File: src/rtl/poly_voice_if.sv
// Note-event bus and mixed-output bundle for the polyphonic voice controller.
interface poly_voice_if #(
  parameter int NUM_VOICES = 4,
  parameter int AMP_W      = 6,
  parameter int FREQ_W     = 16
);
  logic                  note_on;
  logic                  note_off;
  logic [6:0]            key;
  logic [FREQ_W-1:0]     half_period;
  logic [AMP_W-1:0]      amplitude;
  logic [AMP_W-1:0]      attack;
  logic [AMP_W-1:0]      rel;
  logic [NUM_VOICES-1:0] voices_active;
  logic [AMP_W:0]        wave_out;

  modport master (
    output note_on, note_off, key, half_period, amplitude, attack, rel,
    input  voices_active, wave_out
  );

  modport slave (
    input  note_on, note_off, key, half_period, amplitude, attack, rel,
    output voices_active, wave_out
  );
endinterface

File: src/rtl/poly_voice_controller.sv
// Polyphonic square-wave synth core: allocates notes to voices, runs a per-voice
// attack/sustain/release envelope and mixes all voices into one registered sample.
module poly_voice_controller #(
  parameter int NUM_VOICES = 4,
  parameter int AMP_W      = 6,
  parameter int FREQ_W     = 16,
  parameter int ENV_DIV    = 1024
) (
  input  logic         clk,
  input  logic         reset,
  poly_voice_if.slave  bus
);
  localparam int VW    = $clog2(NUM_VOICES);
  localparam int SUM_W = AMP_W + VW;
  localparam int PW    = (ENV_DIV > 1) ? $clog2(ENV_DIV) : 1;

  typedef enum logic [1:0] {IDLE, ATTACK, SUSTAIN, RELEASE} voice_state_t;

  voice_state_t          state_q [NUM_VOICES];
  voice_state_t          state_d [NUM_VOICES];
  logic [AMP_W-1:0]      env_q   [NUM_VOICES];
  logic [AMP_W-1:0]      env_d   [NUM_VOICES];
  logic [AMP_W-1:0]      peak_q  [NUM_VOICES];
  logic [AMP_W-1:0]      peak_d  [NUM_VOICES];
  logic [FREQ_W-1:0]     phase_q [NUM_VOICES];
  logic [FREQ_W-1:0]     phase_d [NUM_VOICES];
  logic [FREQ_W-1:0]     hp_q    [NUM_VOICES];
  logic [FREQ_W-1:0]     hp_d    [NUM_VOICES];
  logic [6:0]            key_q   [NUM_VOICES];
  logic [6:0]            key_d   [NUM_VOICES];
  logic [NUM_VOICES-1:0] sq_q, sq_d;
  logic [VW-1:0]         steal_ptr_q, steal_ptr_d;
  logic [PW-1:0]         presc_q;
  logic                  tick;

  logic [NUM_VOICES-1:0] match_on;
  logic                  have_idle;
  logic [VW-1:0]         first_idle;
  logic [VW-1:0]         target;
  logic [AMP_W:0]        env_sum;
  logic [SUM_W-1:0]      mix_sum;
  logic [SUM_W:0]        mix_scaled;
  logic [AMP_W:0]        wave_q;
  logic [NUM_VOICES-1:0] active;

  assign tick = (presc_q == PW'(ENV_DIV - 1));

  // Shared envelope prescaler, free-running from reset.
  always_ff @(posedge clk) begin
    if (!reset) presc_q <= '0;
    else        presc_q <= tick ? '0 : presc_q + PW'(1);
  end

  always_comb begin
    match_on    = '0;
    have_idle   = 1'b0;
    first_idle  = '0;
    target      = '0;
    env_sum     = '0;
    steal_ptr_d = steal_ptr_q;
    sq_d        = sq_q;
    for (int i = 0; i < NUM_VOICES; i++) begin
      state_d[i] = state_q[i];
      env_d[i]   = env_q[i];
      peak_d[i]  = peak_q[i];
      phase_d[i] = phase_q[i];
      hp_d[i]    = hp_q[i];
      key_d[i]   = key_q[i];
      match_on[i] = (state_q[i] != IDLE) && (key_q[i] == bus.key);
    end
    for (int i = NUM_VOICES - 1; i >= 0; i--) begin
      if (state_q[i] == IDLE) begin
        have_idle  = 1'b1;
        first_idle = VW'(i);
      end
    end

    for (int i = 0; i < NUM_VOICES; i++) begin
      if (state_q[i] != IDLE) begin
        if (hp_q[i] == '0) begin
          phase_d[i] = '0;
          sq_d[i]    = 1'b0;
        end else if (phase_q[i] == hp_q[i] - FREQ_W'(1)) begin
          phase_d[i] = '0;
          sq_d[i]    = ~sq_q[i];
        end else begin
          phase_d[i] = phase_q[i] + FREQ_W'(1);
        end
      end

      if (tick) begin
        case (state_q[i])
          ATTACK: begin
            env_sum = {1'b0, env_q[i]} + {1'b0, bus.attack};
            if (bus.attack == '0 || env_sum >= {1'b0, peak_q[i]}) begin
              env_d[i]   = peak_q[i];
              state_d[i] = SUSTAIN;
            end else begin
              env_d[i] = env_sum[AMP_W-1:0];
            end
          end
          RELEASE: begin
            if (bus.rel == '0 || env_q[i] <= bus.rel) begin
              env_d[i]   = '0;
              state_d[i] = IDLE;
              phase_d[i] = '0;
              sq_d[i]    = 1'b0;
            end else begin
              env_d[i] = env_q[i] - bus.rel;
            end
          end
          default: ;
        endcase
      end

      // A simultaneous note_on takes precedence, so release only fires alone.
      if (bus.note_off && !bus.note_on && key_q[i] == bus.key &&
          (state_q[i] == ATTACK || state_q[i] == SUSTAIN)) begin
        state_d[i] = RELEASE;
        env_d[i]   = env_q[i];
      end
    end

    if (bus.note_on) begin
      if (match_on != '0) begin
        for (int i = 0; i < NUM_VOICES; i++) begin
          if (match_on[i]) begin
            state_d[i] = ATTACK;
            env_d[i]   = env_q[i];
            peak_d[i]  = bus.amplitude;
          end
        end
      end else begin
        target = have_idle ? first_idle : steal_ptr_q;
        if (!have_idle) steal_ptr_d = steal_ptr_q + VW'(1);
        for (int i = 0; i < NUM_VOICES; i++) begin
          if (VW'(i) == target) begin
            state_d[i] = ATTACK;
            env_d[i]   = '0;
            peak_d[i]  = bus.amplitude;
            key_d[i]   = bus.key;
            hp_d[i]    = bus.half_period;
            phase_d[i] = '0;
            sq_d[i]    = 1'b0;
          end
        end
      end
    end
  end

  // Mix: sum gated envelopes, then scale by 2/NUM_VOICES so a full chord fits AMP_W+1 bits.
  always_comb begin
    mix_sum = '0;
    active  = '0;
    for (int i = 0; i < NUM_VOICES; i++) begin
      if (sq_q[i]) mix_sum = mix_sum + SUM_W'(env_q[i]);
      active[i] = (state_q[i] != IDLE);
    end
    mix_scaled = {mix_sum, 1'b0} >> VW;
  end

  always_ff @(posedge clk) begin
    if (!reset) begin
      for (int i = 0; i < NUM_VOICES; i++) begin
        state_q[i] <= IDLE;
        env_q[i]   <= '0;
        peak_q[i]  <= '0;
        phase_q[i] <= '0;
        hp_q[i]    <= '0;
        key_q[i]   <= '0;
      end
      sq_q        <= '0;
      steal_ptr_q <= '0;
      wave_q      <= '0;
    end else begin
      state_q     <= state_d;
      env_q       <= env_d;
      peak_q      <= peak_d;
      phase_q     <= phase_d;
      hp_q        <= hp_d;
      key_q       <= key_d;
      sq_q        <= sq_d;
      steal_ptr_q <= steal_ptr_d;
      wave_q      <= mix_scaled[AMP_W:0];
    end
  end

  assign bus.voices_active = active;
  assign bus.wave_out      = wave_q;
endmodule

File: src/flat_wrapper.sv
// flat-port wrapper written by rule: the top's interface ports become plain ports
module poly_voice_controller_flat 
#(
  parameter int NUM_VOICES = 4,
  parameter int AMP_W      = 6,
  parameter int FREQ_W     = 16,
  parameter int ENV_DIV    = 1024
)
  (clk, reset, bus_note_on, bus_note_off, bus_key, bus_half_period, bus_amplitude, bus_attack, bus_rel, bus_voices_active, bus_wave_out);
  poly_voice_if #(.NUM_VOICES(NUM_VOICES), .AMP_W(AMP_W), .FREQ_W(FREQ_W)) bus_i ();
  input  logic clk;
  input  logic reset;
  input wire logic [$bits(bus_i.note_on)-1:0] bus_note_on;
  input wire logic [$bits(bus_i.note_off)-1:0] bus_note_off;
  input wire logic [$bits(bus_i.key)-1:0] bus_key;
  input wire logic [$bits(bus_i.half_period)-1:0] bus_half_period;
  input wire logic [$bits(bus_i.amplitude)-1:0] bus_amplitude;
  input wire logic [$bits(bus_i.attack)-1:0] bus_attack;
  input wire logic [$bits(bus_i.rel)-1:0] bus_rel;
  output wire logic [$bits(bus_i.voices_active)-1:0] bus_voices_active;
  output wire logic [$bits(bus_i.wave_out)-1:0] bus_wave_out;
  assign bus_i.note_on = bus_note_on;
  assign bus_i.note_off = bus_note_off;
  assign bus_i.key = bus_key;
  assign bus_i.half_period = bus_half_period;
  assign bus_i.amplitude = bus_amplitude;
  assign bus_i.attack = bus_attack;
  assign bus_i.rel = bus_rel;
  assign bus_voices_active = bus_i.voices_active;
  assign bus_wave_out = bus_i.wave_out;
  poly_voice_controller #(.NUM_VOICES(NUM_VOICES), .AMP_W(AMP_W), .FREQ_W(FREQ_W), .ENV_DIV(ENV_DIV)) u_core (.clk(clk), .reset(reset), .bus(bus_i));
endmodule
File: config.mk
export PLATFORM = sky130hd
export DESIGN_NAME = poly_voice_controller_flat
export DESIGN_NICKNAME = d
export VERILOG_FILES = /design/src/rtl/poly_voice_if.sv /design/src/rtl/poly_voice_controller.sv /design/src/flat_wrapper.sv
export SDC_FILE = /design/constraint.sdc
export NUM_CORES = 1
export LEC_CHECK = 0
export ABC_CLOCK_PERIOD_IN_PS = 4900
export BUFFER_PORTS_ARGS = -buffer_cell sky130_fd_sc_hd__buf_2
export CAP_MARGIN = 20
export CELL_PAD_IN_SITES_DETAIL_PLACEMENT = 0
export CELL_PAD_IN_SITES_GLOBAL_PLACEMENT = 1
export CORE_ASPECT_RATIO = 1.5
export CORE_UTILIZATION = 36
export DETAILED_ROUTE_END_ITERATION = 6
export GPL_TIMING_DRIVEN = 0
export PLACE_DENSITY_LB_ADDON = 0.2
export SYNTH_ARGS = -nofsm -noshare
export SYNTH_HDL_FRONTEND = slang
export SYNTH_SLANG_ARGS = --single-unit
File: constraint.sdc
create_clock -name clk -period 4.9 [get_ports clk]
set_input_delay 0.98 -clock clk [delete_from_list [all_inputs] [get_ports clk]]
set_output_delay 0.98 -clock clk [all_outputs]
set_load 0.02 [all_outputs]
==> results of run 1 <==
-- metal layers --
| metal | vias up | routed length, um | GRT usage |
|---|---|---|---|
| met5 | - | 13 | 0 |
| met4 | 2 | 2080 | 0.0955 |
| met3 | 98 | 1360 | 0.0214 |
| met2 | 231 | 26300 | 0.428 |
| met1 | 6655 | 19500 | 0.232 |
| li1 | 6913 | - | - |
-- Yosys cell counts (12+ instances only) --
master and count:
and2_1 15, and3_1 20, or3_1 20, a22oi_1 18, o211ai_1 12, nor2_1 228
dfxtp_1 235, nor2b_1 23, a211oi_1 19, mux2_2 13, a21oi_1 84, o31ai_1 19
nor3_1 48, nor4_1 27, mux2i_1 123, a21o_1 32, nand4_1 22, clkbuf_1 75
o22ai_1 16, o21ai_0 36, ha_1 111, xor2_1 66, nand3_1 50, o2bb2ai_1 17
o21bai_1 13, nand2_1 119, xnor2_1 119, or4_1 16, a22o_1 29, inv_1 95
-- power groups by stage --
| stage | registers, mW | clock network, mW | logic (mW) |
|---|---|---|---|
| after floorplan | 2.01 | 0 | 0.436 |
| after global placement | 2.02 | 0 | 0.615 |
| after CTS | 1.98 | 2.11 | 0.626 |
| final | 1.98 | 2.05 | 0.625 |
| after global routing | 1.98 | 2.18 | 0.689 |
| after detailed placement | 2.02 | 0 | 0.622 |
-- cell usage in the layout (no fill, tap or decap), types with 9 or more instances in the layout --
cell / instances
and2_1: 15
nor3b_1: 9
nand4_1: 22
a31oi_1: 9
o22ai_1: 16
o211ai_1: 12
ha_1: 111
a22oi_1: 18
mux2i_1: 123
nor3_1: 48
nand2b_1: 11
o2bb2ai_1: 17
nor2_1: 228
or4_1: 16
a21oi_1: 84
dfxtp_1: 235
xnor2_1: 119
o21a_1: 11
fa_1: 11
o21ai_0: 36
or3_1: 20
a211oi_1: 19
xor2_1: 66
inv_1: 95
clkbuf_16: 27
buf_2: 54
nor2b_1: 23
nor4_1: 27
nand2_1: 119
and3_1: 20
a21o_1: 32
o21bai_1: 13
o31ai_1: 19
mux2_2: 13
clkbuf_1: 79
nand3_1: 50
a22o_1: 29
-- registers in the layout, indices dropped and copies added, names as in the netlist --
signal	count
u_core.bus.wave_out	7
u_core.env_q	24
u_core.hp_q	64
u_core.key_q	28
u_core.peak_q	24
u_core.phase_q	64
u_core.presc_q	10
u_core.sq_q	4
u_core.state_q	8
u_core.steal_ptr_q	2
-- area by class of cell --
cell class	count	area [um2]	share of cell area
clock inverter	8	115	0.00647
timing repair buffer	52	268	0.0151
sequential	235	4700	0.264
buffer	84	322	0.0181
clock buffer	36	759	0.0427
multi-input combinational	1474	10500	0.592
inverter	99	372	0.0209
tap	576	721	0.0405
antenna	2	5.00	0.000281
-- stage by stage --
step	setup slack (ps)	hold slack [ps]	power, mW	cells	area, um2
2_1_floorplan	911	426	2.45	1892	15900
3_3_place_gp	164	451	2.64	2515	16900
3_5_place_dp	180	464	2.64	2518	16900
4_1_cts	430	478	4.72	2562	17800
5_1_grt	206	494	4.85	2565	17800
6_report	501	471	4.65	2566	17800
-- worst min path at each step --
stage | slack [ps] | to | start | cells after the start
after floorplan | 430 | u_core.presc_q[0] | u_core.presc_q[0] | 1
after global placement | 450 | u_core.presc_q[0] | u_core.presc_q[0] | 1
after detailed placement | 460 | u_core.presc_q[0] | u_core.presc_q[0] | 1
after CTS | 480 | u_core.presc_q[0] | u_core.presc_q[0] | 1
after global routing | 490 | u_core.presc_q[0] | u_core.presc_q[0] | 1
final | 470 | u_core.presc_q[0] | u_core.presc_q[0] | 1
-- cells by family (layout without fill, tap and decap cells) --
logic type | Yosys count | in the layout | share of synthesized area
buffers and inverters | 183 | 279 | 0.0435
AND/OR/NAND/NOR | 649 | 649 | 0.201
adder cells (fa/ha/maj) | 122 | 122 | 0.101
multiplexers | 137 | 137 | 0.0872
AO/OA/AOI/OAI | 380 | 380 | 0.169
other | 0 | 2 | 0
flip-flops | 235 | 235 | 0.296
XOR/XNOR | 186 | 186 | 0.103
-- worst max-delay path, delay by kind of cell, from the launching register on --
kind                       cells  cell delay, ps
AOI/OAI and AO/OA              4             880
xor gates and xnor gates       3             430
adders and majority gates      4            1290
buffers and inverters          1              60
DFF                            1             470
muxes                          1             300
and+or+nand+nor                6             810
==> results.md, run 1 <==
- Fin crit period: 4400 ps
- Core Area: 0.0438 mm2
- Syn Nets: 2059
- Vias/cell: 5.42
- Routed wire length: 49200 um
- Cell Int Power: 3.41 mW
- Wire length of the first global-routing pass: 77000 um
- Crit. Startpoint: u_core.sq_q[0]
- Final nets: 2139
- Slowest Stage Delay on Critical Path: 470 ps
- Die area: 0.0451 mm2
- Comb power frac: 0.134
- Worst setup path category: reg -> reg
- Status: completed
- TritonCTS clock tree: built
- Sw Ratio: 0.266
- Pwr per Cell Area: 261 mW/mm2
- Setup TNS: 0 ps
- Slowest-stage cell, CP: dfxtp_1
- Num CTS Buffers: 26
- Post-CTS Setup Repair Bufs: 0
- Die outline height: 260 um
- Slew margin rel.: 0.251
- Final core occ: 0.407
- Initial antenna violation count: 3
- Net switching power: 1.24 mW
- Yosys top cell by area: dfxtp_1
- Worst-Skew Late Latency: 550 ps
- Critical Path End: u_core.bus.wave_out[6]
- Async SR Flop Fraction: 0
- Final period util: 0.898
- CTS Root Buffer Type: clkbuf_16
- Detailed Routing Iterations Pass 1: 5
- Worst R2R End: u_core.bus.wave_out[6]
- Hold Buf Count CTS: 0
- Worst r2r src: u_core.sq_q[0]
- Ports placed on the boundary: 56
- WP data required: 5280 ps
- Htree depth: 1
- P_leak: 7.26 nW
- #FFs+latches synth: 235
- Critical-path cell list: and2_1 -> ha_1 -> inv_1 -> fa_1 -> xnor2_1 -> mux2_2 -> ha_1 -> a21oi_1 -> xnor2_1 -> nor2_1 -> a21oi_1 -> ha_1 -> nand3_1 -> nand2_1 -> a41o_1 -> or3_1 -> o2111ai_1 -> xnor2_1 -> nor2_1
- DRC violations left: 0
- GRT Total Usage: 0.218
- GPL Wtd Cong: 0.863
- Seq pwr share: 0.426
- R2R cell count: 19
- Final antenna-violating net count: 0
- Max_cap viols: 0
- Number of fill cells: 4593
- Synth Warn #: 0
- Syn_area_per_cell: 8.41 um2
- Worst-Margin Slew: 1120 ps
- HPWL after detailed placement: 38900 um
- Layout area overhead: 11.7%
- Maximum buffer depth of the clock tree: 3
- Synth Cell Area: 0.0159 mm2
- RSZ-0062 raised after global routing: no
- Yosys cell types: 80
- Vias: 13900
- Startpoint Class: flop
- Fmax achieved: 0.227 GHz
- Largest net degree at the start of global routing: 13
- Share of cells above drive strength 1: 0.0664
- Synth top area share: 0.296
- # clock sinks: 235
- CP endpoint kind: flop
- Wire per inst: 19.2 um
- Reg2Reg Setup Slack: 500 ps
- Grt ovf: 0
- Starting DRT DRC Count: 496
- # setup viols final: 0
- Final Skew: 9.90 ps
- Critical Path AT: 4780 ps
- Post-CTS sizing: 0
- Final Hold Violating Endpoints: 0
- Initial Util: 0.364
- Post-synth EDFFs: 0
- Die width: 174 um
- Port bufs: 47
- Worst Path Max Fanout: 7
- VDD IR max: 256 uV
- Clock power share: 0.440
- Reg clk slew, reported paths: 60 ps
- Sequential fraction of the synthesis area: 0.296
- Predominant post-synthesis flop cell: dfxtp_1
- Hold Crit Class: reg -> reg
- Synth Instances: 1892
- Final Max Tran Viols: 0
- Vias in the first global route: 13900
- Num rows: 94
- Top cells by area, synth: dfxtp_1, ha_1, mux2i_1
No activity file was read; power rests on OpenSTA's default activity.
==> run 2, diff against run 1 <==
--- a/config.mk
+++ b/config.mk
@@ -5,12 +5,13 @@
 export SDC_FILE = /design/constraint.sdc
 export NUM_CORES = 1
 export LEC_CHECK = 0
+export ABC_AREA = 1
 export ABC_CLOCK_PERIOD_IN_PS = 4900
 export BUFFER_PORTS_ARGS = -buffer_cell sky130_fd_sc_hd__buf_2
-export CAP_MARGIN = 20
+export CAP_MARGIN = 0
 export CELL_PAD_IN_SITES_DETAIL_PLACEMENT = 0
 export CELL_PAD_IN_SITES_GLOBAL_PLACEMENT = 1
-export CORE_ASPECT_RATIO = 1.5
+export CORE_ASPECT_RATIO = 1.25
 export CORE_UTILIZATION = 36
 export DETAILED_ROUTE_END_ITERATION = 6
 export GPL_TIMING_DRIVEN = 0
==> run 2 against run 1 <==
Net effect:
- via count is 29% higher
- area after synthesis is 13% higher
- register-to-register slack worse by 170 ps
- worst hold slack worse by 13 ps
- critical path type unchanged
- highest routed layer unchanged
- largest cell class unchanged
- critical endpoint unchanged
==> results.md, run 2 <==
- Worst r2r src: u_core.sq_q[0]
- Hold_ws: 458 ps
- Critical Path AT: 5030 ps
- Slowest Stage Delay on Critical Path: 480 ps
- Num CTS Buffers: 31
- R2R cell count: 23
- Post-synth EDFFs: 0
- Grt ovf: 0
- Hold Buf Count CTS: 0
- Synth top area share: 0.262
- Wire length of the first global-routing pass: 91600 um
- Num rows: 91
- Syn_area_per_cell: 6.47 um2
- WP data required: 5360 ps
- Reg clk slew, reported paths: 60 ps
- Worst setup path category: reg -> reg
- # setup viols final: 0
- TritonCTS clock tree: built
- Number of fill cells: 5319
- Worst Path Max Fanout: 8
- CP most frequent cell: nand2_1
- Vias: 17900
- Worst-Skew Late Latency: 570 ps
- Initial antenna violation count: 1
- Status: completed
- Yosys top cell by area: dfxtp_1
- Synth Instances: 2774
- Die width: 202 um
- Critical-path cell list: buf_2 -> nand2_1 -> inv_1 -> ha_1 -> inv_1 -> fa_1 -> xor2_1 -> o21ai_0 -> ha_1 -> a21oi_1 -> a21boi_0 -> o21ai_0 -> nand2_1 -> or2_2 -> nand3_1 -> nand2_1 -> ha_1 -> nand2_1 -> nand2_1 -> nand3_1 -> nand2_1 -> nand2_1 -> nor2_1
- Synth Cell Area: 0.0179 mm2
- Final period util: 0.933
- Routed wire length: 58400 um
- Synth Warn #: 0
- Maximum buffer depth of the clock tree: 3
- Largest net degree at the start of global routing: 15
- GRT Total Usage: 0.228
- Slowest-stage cell, CP: o21ai_0
- Port bufs: 47
- Most frequent cell after synthesis: nand2_1
- Layout area overhead: 11.6%
- Fin crit period: 4570 ps
- Die area: 0.0508 mm2
- HPWL after detailed placement: 46300 um
- Worst Hold Path EP: u_core.key_q[22]
- Pwr Total: 5.21 mW
- Detailed Routing Iterations Pass 1: 7
- Worst hold stages: 2
- Async SR Flop Fraction: 0
- Hold Crit Class: reg -> reg
- CTS Root Buffer Type: clkbuf_16
- Starting DRT DRC Count: 862
- Cell Area, Placed: 0.0190 mm2
- Biggest regs: u_core.hp_q x64, u_core.phase_q x64, u_core.key_q x28
- Final antenna-violating net count: 0
- RSZ-0062 raised after global routing: no
- Final nets: 3021
- # clock sinks: 235
- Startpoint Class: flop
- Reg2Reg Setup Slack: 330 ps
- GPL Wtd Cong: 0.876
- Final Hold Violating Endpoints: 0
- Vias/cell: 5.06
- Design area: 0.0200 mm2
- P_leak: 9.25 nW
- Most frequent cells in the layout: nand2_1, inv_1, nand3_1, dfxtp_1, nor2_1
- Core Area: 0.0493 mm2
- Slew margin rel.: 0.248
- Die outline height: 252 um
- Initial Util: 0.364
- VDD IR max: 218 uV
- Final Max Tran Viols: 0
- Commonest non-fill, non-tap cell in the layout: nand2_1
- Worst-Margin Slew: 1120 ps
- Top cells by area, synth: dfxtp_1, nand2_1, ha_1
- CP endpoint kind: flop
- Post-CTS sizing: 0
- Sequential fraction of the synthesis area: 0.262
- Share of cells above drive strength 1: 0.0876
- DRC violations left: 0
- Post-CTS Setup Repair Bufs: 0
- #FFs+latches synth: 235
- Final Skew: 18.8 ps
- Vias in the first global route: 17200
- Yosys cell types: 56
- Syn Nets: 2941
- Max_cap viols: 0
- Predominant post-synthesis flop cell: dfxtp_1
- Ports placed on the boundary: 56
- Setup TNS: 0 ps
- Fmax achieved: 0.219 GHz
- Top cells by count, synth: nand2_1, inv_1, nand3_1
- Pwr per Cell Area: 260 mW/mm2
- Wire per inst: 16.6 um
- Htree depth: 1
- Final core occ: 0.406
- Antenna diode count: 0
- Worst R2R End: u_core.bus.wave_out[6]
- Hold Startpoint: u_core.key_q[22]
[run 2: cell count changes after synthesis, moves of 45 or more]
cell     change
nand3_1    +215
inv_1      +250
mux2i_1    -123
nand2_1    +619
xnor2_1     -65
o21ai_0     +98
nand4_1     +45
a21oi_1    +142
[run 2: layer usage]
layer  vias up  part of all wire  track usage
met5         -           0.00024            0
met4         2             0.027       0.0680
met3        91             0.036       0.0231
met2       303              0.50        0.422
met1      8314              0.43        0.274
li1       9156                 -            -
[run 2: through the flow]
stage          worst slack, ps  std cells
2_1_floorplan             1360       2774
3_3_place_gp               499       3472
3_5_place_dp               405       3472
4_1_cts                    348       3528
5_1_grt                   89.3       3528
6_report                   327       3528
[run 2: worst max path at each step]
stage,from,endpoint,slack [ps],depth (start not counted)
6_report,u_core.sq_q[0],u_core.bus.wave_out[6],330,23
5_1_grt,u_core.sq_q[0],u_core.bus.wave_out[6],90,23
4_1_cts,u_core.sq_q[0],u_core.bus.wave_out[6],350,23
3_5_place_dp,u_core.sq_q[0],u_core.bus.wave_out[6],400,23
3_3_place_gp,u_core.sq_q[0],u_core.bus.wave_out[6],500,23
2_1_floorplan,u_core.sq_q[0],u_core.bus.wave_out[4],1360,20
[run 2: cell type report]
class                           instances  area (um2)  area share
Multi-Input combinational cell       2099       11400       0.570
Sequential cell                       235        4700       0.235
Inverter                              358        1350      0.0675
Clock buffer                           42         897      0.0448
Tap cell                              651         815      0.0407
Buffer                                 82         484      0.0242
Timing Repair Buffer                   47         235      0.0117
Clock inverter                         14         131     0.00656
[run 2: kinds of logic after synthesis]
group | share of synthesized area
adder cells (fa/ha/maj) | 0.0896
buffers and inverters | 0.102
AND/OR/NAND/NOR | 0.352
AO/OA/AOI/OAI | 0.123
flip-flops | 0.262
XOR/XNOR | 0.0710
[run 2: worst max-delay path: cells and delay by family, from the launching register on]
family / cells / cell delay (ps)
AO/OA/AOI/OAI: 4 / 970
XOR/XNOR: 1 / 190
adder cells (fa/ha/maj): 4 / 1360
buffers and inverters: 3 / 380
flip-flops: 1 / 300
AND/OR/NAND/NOR: 11 / 1260
[run 2: power breakdown]
part	internal [mW]	switching, mW	leakage [nW]
registers	1.96	0.0472	1.90
logic	0.296	0.617	6.84
clock network	1.38	0.916	0.508
==> run 3, diff against run 2 <==
--- a/config.mk
+++ b/config.mk
@@ -11,11 +11,13 @@
 export CAP_MARGIN = 0
 export CELL_PAD_IN_SITES_DETAIL_PLACEMENT = 0
 export CELL_PAD_IN_SITES_GLOBAL_PLACEMENT = 1
-export CORE_ASPECT_RATIO = 1.25
+export CORE_ASPECT_RATIO = 1.75
 export CORE_UTILIZATION = 36
+export CTS_BUF_LIST = sky130_fd_sc_hd__clkbuf_16
 export DETAILED_ROUTE_END_ITERATION = 6
 export GPL_TIMING_DRIVEN = 0
 export PLACE_DENSITY_LB_ADDON = 0.2
+export SKIP_LAST_GASP = 1
 export SYNTH_ARGS = -nofsm -noshare
 export SYNTH_HDL_FRONTEND = slang
 export SYNTH_SLANG_ARGS = --single-unit
==> run 3 against run 2 <==
Net effect:
- final cell count shrank 0.11%
- sequential power is essentially flat
- count of clock-buffer cells in the layout shrank 15
- critical path depth shrank 4
- clock skew shrank 1.8 ps
- critical endpoint is now u_core.bus.wave_out[5]
- highest routed layer unchanged
==> results.md, run 3 (same netlist as run 2, synthesis figures left out) <==
- Layout area overhead: 10.7%
- Routed wire length: 60700 um
- Vias/cell: 5.08
- Cell Int Power: 3.41 mW
- Final period util: 0.902
- Final Max Tran Viols: 0
- DRC violations left: 0
- Detailed Routing Iterations Pass 1: 6
- Critical path's top delay family: compound AO/OA/AOI/OAI gates
- Slowest Stage Delay on Critical Path: 480 ps
- TritonCTS clock tree: built
- Die outline height: 297 um
- Number of fill cells: 5480
- Share of cells above drive strength 1: 0.0833
- Fmax achieved: 0.226 GHz
- # setup viols final: 0
- GRT Total Usage: 0.240
- Final Skew: 17.1 ps
- Setup TNS: 0 ps
- CTS Root Buffer Type: clkbuf_16
- # clock sinks: 235
- VDD IR max: 257 uV
- Die width: 171 um
- Initial antenna violation count: 1
- Worst Hold Path EP: u_core.key_q[27]
- Htree depth: 1
- Die area: 0.0508 mm2
- Slew margin rel.: 0.248
- Net switching power: 1.54 mW
- Num CTS Buffers: 27
- CP endpoint kind: flop
- Worst-Margin Slew: 1120 ps
- Vias in the first global route: 18000
- Post-CTS sizing: 0
- Critical-path cell list: buf_2 -> nand2_1 -> inv_1 -> ha_1 -> inv_1 -> fa_1 -> xor2_1 -> o21ai_0 -> ha_1 -> a21oi_1 -> a21boi_0 -> o31ai_1 -> ha_1 -> a21oi_1 -> nor2_1 -> o21ai_0 -> a21oi_1 -> o21ai_0 -> a21oi_1
- Initial Util: 0.366
- Largest net degree at the start of global routing: 14
- Comb power frac: 0.185
- Critical Path AT: 4860 ps
- Seq pwr share: 0.405
- Slowest-stage cell, CP: o21ai_0
- Startpoint Class: flop
- Ports placed on the boundary: 56
- Wire length of the first global-routing pass: 94700 um
- Final Hold Violating Endpoints: 0
- Fin crit period: 4420 ps
- Worst setup path category: reg -> reg
- Starting DRT DRC Count: 1097
- Final antenna-violating net count: 0
- GPL Wtd Cong: 0.909
- Cell Count, Final, Fillers Out: 3524
- P_leak: 9.17 nW
- RSZ-0062 raised after global routing: no
- Pwr per Cell Area: 249 mW/mm2
- Num rows: 107
- CP most frequent cell: a21oi_1
- HPWL after detailed placement: 49300 um
- Reg2Reg Setup Slack: 480 ps
- Hold Crit Class: reg -> reg
- R2R cell count: 19
- Commonest non-fill, non-tap cell in the layout: nand2_1
- Port bufs: 47
- Hold Startpoint: u_core.key_q[27]
- Final nets: 3017
- Multi-input gate area: 0.0114 mm2
- Buf+Inv Stages, Crit Path: 3
- Register Area: 0.00470 mm2
- Reg clk slew, reported paths: 60 ps
- Vias: 17900
- Post-CTS Setup Repair Bufs: 0
- Most frequent cells in the layout: nand2_1, inv_1, nand3_1, dfxtp_1, nor2_1
- Worst hold stages: 2
- Biggest regs: u_core.hp_q x64, u_core.phase_q x64, u_core.key_q x28
- Clock power share: 0.409
- Worst R2R End: u_core.bus.wave_out[5]
- Wire per inst: 17.2 um
- WP data required: 5340 ps
- Dpl cells: 3475
- Core Area: 0.0490 mm2
- Hold Buf Count CTS: 0
- Antenna diode count: 0
- Worst-Skew Late Latency: 560 ps
- Grt ovf: 0
- Worst r2r src: u_core.sq_q[0]
- Sw Ratio: 0.311
- Worst Path Max Fanout: 8
- Max_cap viols: 0
- Critical path depth in cells: 19
- Status: completed
- Maximum buffer depth of the clock tree: 3
[run 3: stage by stage]
| stage | hold slack, ps | worst slack (ps) | utilization | total power [mW] | cell area [um2] |
|---|---|---|---|---|---|
| 3_5_place_dp | 453 | 471 | 0.388 | 2.97 | 19000 |
| 5_1_grt | 479 | 163 | 0.405 | 5.20 | 19900 |
| 4_1_cts | 463 | 448 | 0.405 | 5.02 | 19900 |
| 3_3_place_gp | 442 | 509 | 0.388 | 2.96 | 19000 |
| 2_1_floorplan | 430 | 1360 | - | 2.69 | 17900 |
| 6_report | 463 | 482 | 0.405 | 4.95 | 19900 |
[run 3: power by group through the flow]
| stage | Clock, mW | Sequential, mW | Combinational, mW |
|---|---|---|---|
| final | 2.03 | 2.01 | 0.918 |
| after global routing | 2.15 | 2.01 | 1.03 |
| after CTS | 2.09 | 2.01 | 0.920 |
| after detailed placement | 0 | 2.05 | 0.916 |
| after global placement | 0 | 2.05 | 0.907 |
| after floorplan | 0 | 2.03 | 0.656 |
[run 3: final cells by class]
cell class                      count  area share
Tap cell                          654      0.0412
Clock inverter                     22     0.00920
Buffer                             82      0.0244
Clock buffer                       27      0.0340
Sequential cell                   235       0.237
Timing Repair Buffer               47      0.0118
Inverter                          358      0.0680
Multi-Input combinational cell   2099       0.574
[run 3: worst max-delay path by stage]
stage,from,endpoint,slack (ps)
2_1_floorplan,u_core.sq_q[0],u_core.bus.wave_out[4],1360
3_3_place_gp,u_core.sq_q[0],u_core.bus.wave_out[5],510
3_5_place_dp,u_core.sq_q[0],u_core.bus.wave_out[5],470
4_1_cts,u_core.sq_q[0],u_core.bus.wave_out[5],450
5_1_grt,u_core.sq_q[0],u_core.bus.wave_out[6],160
6_report,u_core.sq_q[0],u_core.bus.wave_out[5],480
[run 3: routing by layer]
| layer | wire (um) | global-route usage | up-vias |
|---|---|---|---|
| met4 | 3370 | 0.125 | 2 |
| met3 | 1750 | 0.0202 | 132 |
| li1 | - | - | 9154 |
| met1 | 23000 | 0.247 | 8300 |
| met2 | 32600 | 0.468 | 318 |
| met5 | 13 | 0 | - |
[run 3: tightest hold or removal path, stage by stage, from the launching register on]
cell and delay (ps):
dfxtp_1 320, inv_1 50, a21oi_1 50
